==> src/rtl/sprite_rom_responder.sv <==
// rtl/sprite_rom_responder.sv - 64-bit sprite row read served as a 4-beat 16-bit SDRAM burst
// Optional single-entry hit register enabled by defining SPRITE_ROM_HIT_CACHE_EN.
module sprite_rom_responder #(
    parameter int TIMEOUT_CYCLES = 255
) (
    input  logic        CLK_96M,
    input  logic        RESET_N,
    input  logic        sdr_req,
    input  logic [24:0] sdr_addr,
    output logic        sdr_rdy,
    output logic [63:0] sdr_data,
    output logic        mem_req,
    output logic [24:0] mem_addr,
    input  logic        mem_ack,
    input  logic        mem_dvalid,
    input  logic [15:0] mem_dout,
    input  logic        cache_flush,
    output logic        err_timeout,
    output logic        err_overrun
);

    typedef enum logic [1:0] {S_IDLE, S_ISSUE, S_BURST, S_DONE} state_t;

    localparam logic [7:0] TMO_LAST = 8'(TIMEOUT_CYCLES - 1);

    state_t      state_q, state_d;
    logic [1:0]  beat_q, beat_d;
    logic [7:0]  timer_q, timer_d;
    logic [63:0] sdr_data_q, sdr_data_d;
    logic        mem_req_q, mem_req_d;
    logic [24:0] mem_addr_q, mem_addr_d;
    logic        err_tmo_q, err_tmo_d;
    logic        err_ovr_q, err_ovr_d;
    logic        hit;
    logic        expire;

`ifdef SPRITE_ROM_HIT_CACHE_EN
    logic        tag_valid_q, tag_valid_d;
    logic [21:0] tag_q, tag_d;
    logic [2:0]  unused_bits;
    assign unused_bits = sdr_addr[2:0];
`else
    logic [3:0]  unused_bits;
    assign unused_bits = {cache_flush, sdr_addr[2:0]};
`endif

    always_comb begin
        state_d    = state_q;
        beat_d     = beat_q;
        timer_d    = timer_q;
        sdr_data_d = sdr_data_q;
        mem_req_d  = mem_req_q;
        mem_addr_d = mem_addr_q;
        err_tmo_d  = err_tmo_q;
        err_ovr_d  = err_ovr_q;
        hit        = 1'b0;
        expire     = 1'b0;
`ifdef SPRITE_ROM_HIT_CACHE_EN
        tag_valid_d = tag_valid_q;
        tag_d       = tag_q;
        // A flush in the same cycle as a matching request must not hit
        if (cache_flush) tag_valid_d = 1'b0;
        hit = tag_valid_q && (sdr_addr[24:3] == tag_q) && !cache_flush;
`endif

        if (sdr_req && (state_q != S_IDLE)) err_ovr_d = 1'b1;

        case (state_q)
            S_IDLE: begin
                if (sdr_req) begin
                    if (hit) begin
                        state_d = S_DONE;
                    end else begin
                        mem_addr_d = {sdr_addr[24:3], 3'b000};
                        mem_req_d  = 1'b1;
                        timer_d    = 8'd0;
                        beat_d     = 2'd0;
                        state_d    = S_ISSUE;
                    end
                end
            end
            S_ISSUE: begin
                timer_d = timer_q + 8'd1;
                if (mem_ack) begin
                    mem_req_d = 1'b0;
                    state_d   = S_BURST;
                    if (mem_dvalid) begin
                        sdr_data_d[{beat_q, 4'b0000} +: 16] = mem_dout;
                        beat_d = beat_q + 2'd1;
                    end
                end else if (timer_q == TMO_LAST) begin
                    expire = 1'b1;
                end
            end
            S_BURST: begin
                timer_d = timer_q + 8'd1;
                if (mem_dvalid) begin
                    sdr_data_d[{beat_q, 4'b0000} +: 16] = mem_dout;
                    beat_d = beat_q + 2'd1;
                    if (beat_q == 2'd3) begin
                        beat_d  = 2'd0;
                        state_d = S_DONE;
`ifdef SPRITE_ROM_HIT_CACHE_EN
                        tag_valid_d = 1'b1;
                        tag_d       = mem_addr_q[24:3];
`endif
                    end
                end else if (timer_q == TMO_LAST) begin
                    expire = 1'b1;
                end
            end
            default: begin
                state_d = S_IDLE;
            end
        endcase

        // Abort returns zero data so the requester always gets its ready pulse
        if (expire) begin
            mem_req_d  = 1'b0;
            sdr_data_d = 64'd0;
            err_tmo_d  = 1'b1;
            beat_d     = 2'd0;
            state_d    = S_DONE;
`ifdef SPRITE_ROM_HIT_CACHE_EN
            tag_valid_d = 1'b0;
`endif
        end
    end

    always_ff @(posedge CLK_96M or negedge RESET_N) begin
        if (!RESET_N) begin
            state_q    <= S_IDLE;
            beat_q     <= 2'd0;
            timer_q    <= 8'd0;
            sdr_data_q <= 64'd0;
            mem_req_q  <= 1'b0;
            mem_addr_q <= 25'd0;
            err_tmo_q  <= 1'b0;
            err_ovr_q  <= 1'b0;
`ifdef SPRITE_ROM_HIT_CACHE_EN
            tag_valid_q <= 1'b0;
            tag_q       <= 22'd0;
`endif
        end else begin
            state_q    <= state_d;
            beat_q     <= beat_d;
            timer_q    <= timer_d;
            sdr_data_q <= sdr_data_d;
            mem_req_q  <= mem_req_d;
            mem_addr_q <= mem_addr_d;
            err_tmo_q  <= err_tmo_d;
            err_ovr_q  <= err_ovr_d;
`ifdef SPRITE_ROM_HIT_CACHE_EN
            tag_valid_q <= tag_valid_d;
            tag_q       <= tag_d;
`endif
        end
    end

    assign sdr_rdy     = (state_q == S_DONE);
    assign sdr_data    = sdr_data_q;
    assign mem_req     = mem_req_q;
    assign mem_addr    = mem_addr_q;
    assign err_timeout = err_tmo_q;
    assign err_overrun = err_ovr_q;

endmodule
==> config.mk <==
export PLATFORM = sky130hd
export DESIGN_NAME = sprite_rom_responder
export DESIGN_NICKNAME = d
export VERILOG_FILES = /design/src/rtl/sprite_rom_responder.sv
export SDC_FILE = /design/constraint.sdc
export NUM_CORES = 1
export LEC_CHECK = 0
export CAP_MARGIN = 20
export CORE_MARGIN = 4
export CORE_UTILIZATION = 42
export CTS_BUF_LIST = sky130_fd_sc_hd__clkbuf_8 sky130_fd_sc_hd__clkbuf_16
export DETAILED_ROUTE_END_ITERATION = 10
export PLACE_DENSITY = 0.73
export SLEW_MARGIN = 25
export SYNTH_ARGS = -nofsm -noshare
export SYNTH_HDL_FRONTEND = slang
export SYNTH_SLANG_ARGS = --single-unit
==> constraint.sdc <==
create_clock -name CLK_96M -period 2 [get_ports CLK_96M]
set_input_delay 0.4 -clock CLK_96M [delete_from_list [all_inputs] [get_ports CLK_96M]]
set_output_delay 0.4 -clock CLK_96M [all_outputs]
set_load 0.02 [all_outputs]
==> impl_metrics.csv <==
group,metric,value,unit
outcome,status,"completed",
power_and_ir_drop,power.leakage,2.710,nW
routing,drt_iter0_markers,171,
sta,finalHoldWorstSlack,0.4180,ns
critical_path,r2r_start,"state_q[1]$_DFFE_PN0P_",
critical_path,cp_max_fo,4,
routing,ant_nets,0,
critical_path,end_kind,"output port",
critical_path,crit_slowest_cell,"dfrtp_1",
power_and_ir_drop,ir_drop,796.0,µV
die,die_y,111.6,µm
clock_tree,clock_latency,0.36,ns
routing,dr.pass1.iters,5,
sta,finalCritPeriodShare,0.9531,
synth,ys_warn_count,0,
clock_tree,clockRootBuffer,"clkbuf_8",
place,port_buffers,132,
die,rows,37,
die,dieArea,12460,µm²
critical_path,cpPeakStageDelay,0.42,ns
critical_path,worstSetupPathType,"flop to output port",
critical_path,start_kind,"flop",
grt,overflow,0,
grt,grt_max_degree,65,
clock_tree,cts_tree,"built",
critical_path,cp_num_buf_inv,2,
critical_path,cp.required,1.60,ns
die,io_pins,140,
clock_tree,cts_sinks,101,
job,maxCapViolations,0,
routing,via_per_inst,5.314,
synth,synth_edf_count,0,
sta,setup_violations,0,
power_and_ir_drop,pwr_density_cell,1167,nW/µm²
clock_tree,clock_path_buffers,2,
synth,ys_seq_area_frac,0.5603,
routing,route.detailed.drc,0,
synth,synthArstFlopShare,1.000,
clock_tree,path_clk_slew,0.09,ns
die,die_x,111.6,µm
grt,grt_pass1_vias,3880,
critical_path,crit_chain,"buf_4, ha_1, dlygate4sd2_1",
layout,drive_gt1_frac,0.1314,
routing,routed_wl,12040,µm
grt,grt_usage,0.1905,
layout,area_growth_syn_to_layout,40.83,%
clock_tree,cts_buffers,9,
sta,final.setup_skew,0.009556,ns
routing,vias,3837,
layout,instances_no_fill,722,
synth,ys_ff_latch,101,
clock_tree,h-tree-depth,3,
place,dp_cells,703,
synth,syn_area,4511,µm²
critical_path,arrival,1.51,ns
sta,maxSlewViolCount,0,
place,gp_congestion,0.8316,
synth,synth_cells,441,
critical_path,cp_top_family,"buffers and inverters",
layout,n_antenna_cell,0,
sta,max_clock_freq,0.5246,GHz
sta,min_period,1.906,ns
worst_hold_path,hold_path.class,"input pin to asynchronous set/reset pin",
grt,grt_pass1_wl,19570,µm
routing,wl_per_cell,16.68,µm
synth,synth_cell_type_count,40,
die,fp.coreArea,10370,µm²
layout,nets,640,
sta,finalHoldViolCount,0,
synth,syn_area_per_cell,10.23,µm²
place,dp_hpwl,8663,µm
grt,antenna_found_initial,0,
die,start_util,0.4350,
synth,ys.flop_type,"dfrtp_1",
critical_path,critPathLaunch,"state_q[0]$_DFFE_PN0P_",
## final timing paths
path	end	slack, ns	cells after the start
setup / recovery	sdr_rdy	0.09	3
hold / removal	sdr_data[44]$_DFFE_PN0P_	0.42	2
setup reg to reg	beat_q[0]$_DFFE_PN0P_	0.11	6
hold reg to reg	err_overrun$_DFFE_PN0P_	0.46	1
max in group asynchronous	sdr_data[52]$_DFFE_PN0P_	1.03	3
min in group CLK_96M	err_overrun$_DFFE_PN0P_	0.46	1
## metrics by stage
step / worst slack, ns / utilization / power (mW) / cell area, µm² / TNS [ns]
after floorplan: 0.09003 / - / 4.632 / 4518 / 0
after global placement: -0.06681 / 0.5860 / 5.833 / 6077 / -3.894
after detailed placement: -0.09598 / 0.5860 / 5.942 / 6077 / -4.694
after CTS: 0.02132 / 0.6083 / 7.399 / 6309 / 0
after global routing: -0.008603 / 0.6126 / 7.897 / 6352 / -0.01332
final: 0.09377 / 0.6126 / 7.412 / 6352 / 0
## where the power goes
group	total [mW]	internal (mW)	switching (mW)
Clock	1.44	0.737	0.699
Combinational	3.24	1.52	1.72
Sequential	2.74	2.47	0.267
## cells in the mapped netlist, types with 2 or more instances
library cell  instances  share of area
dfrtp_1             101           0.56
nand2_1              74          0.062
a21oi_1              68          0.075
nand3_1              68          0.075
mux2_2               23          0.057
buf_2                16          0.018
ha_1                 12          0.033
inv_1                 8         0.0067
buf_4                 7          0.012
o21ai_0               7         0.0078
and3_1                6         0.0083
clkbuf_1              5         0.0042
nand2b_1              4         0.0055
nand4_1               4         0.0055
nor2_1                4         0.0033
a22o_1                3         0.0058
buf_6                 3         0.0075
a21o_1                2         0.0033
nor3_2                2         0.0044
or2_2                 2         0.0028
or3_1                 2         0.0028
xor2_1                2         0.0039
## layout make-up
| class | count | area [µm²] |
|---|---|---|
| Clock buffer | 10 | 137.6 |
| Sequential cell | 101 | 2527 |
| Inverter | 9 | 33.78 |
| Clock inverter | 6 | 85.08 |
| Multi-Input combinational cell | 302 | 1795 |
| Fill cell | 888 | 4018 |
| Timing Repair Buffer | 158 | 1603 |
| Tap cell | 136 | 170.2 |
## cells in the final DEF (no fill, tap or decap), types with 2 or more instances in the layout
cell type        instances
a21o_1                   2
xor2_1                   2
o21ai_0                  7
clkdlybuf4s50_1        130
inv_1                    9
buf_4                   19
mux2_2                  23
or2_2                    2
nand3_1                 68
a22o_1                   3
nand4_1                  4
nand2b_1                 3
a21oi_1                 68
clkbuf_8                10
nor2_1                   4
ha_1                    11
or3_1                    2
buf_12                   5
conb_1                   3
dfrtp_1                101
nand2_1                 74
and3_1                   6
bufinv_16                2
nor3_2                   2
## state kept, by name, summed over array words and instances (netlist names)
signal       flops
mem_req          1
sdr_data        64
mem_addr        22
timer_q          8
err_overrun      1
state_q          2
err_timeout      1
beat_q           2
## cells by family after synthesis
| group | share of synthesized area |
|---|---|
| flip-flops | 0.5603 |
| XOR/XNOR | 0.005826 |
| other | 0.0008314 |
| AO/OA/AOI/OAI | 0.1071 |
| AND/OR/NAND/NOR | 0.1845 |
| multiplexers | 0.05964 |
| buffers and inverters | 0.04854 |
| adder cells (fa/ha/maj) | 0.03329 |
## repair_timing
| item | 4_1_cts | 5_1_grt |
|---|---|---|
| setup buffers | 0 | 1 |
| endpoints found under the hold margin | 4 | 0 |
| hold buffers | 1 | 0 |
| cloned | 0 | 1 |
| pin swaps | 0 | 1 |
| setup endpoints to repair | 1 | 69 |
| gates resized for setup | 1 | 6 |
## per-layer routing
layer  track usage  share of wire  wire length, µm
met1        0.2517           0.42             5006
met5             0              0                0
met4       0.06083          0.011              138
met3       0.03370          0.071              851
met2        0.3197           0.50             6045
Note: power is estimated with default switching activity, not from simulation.
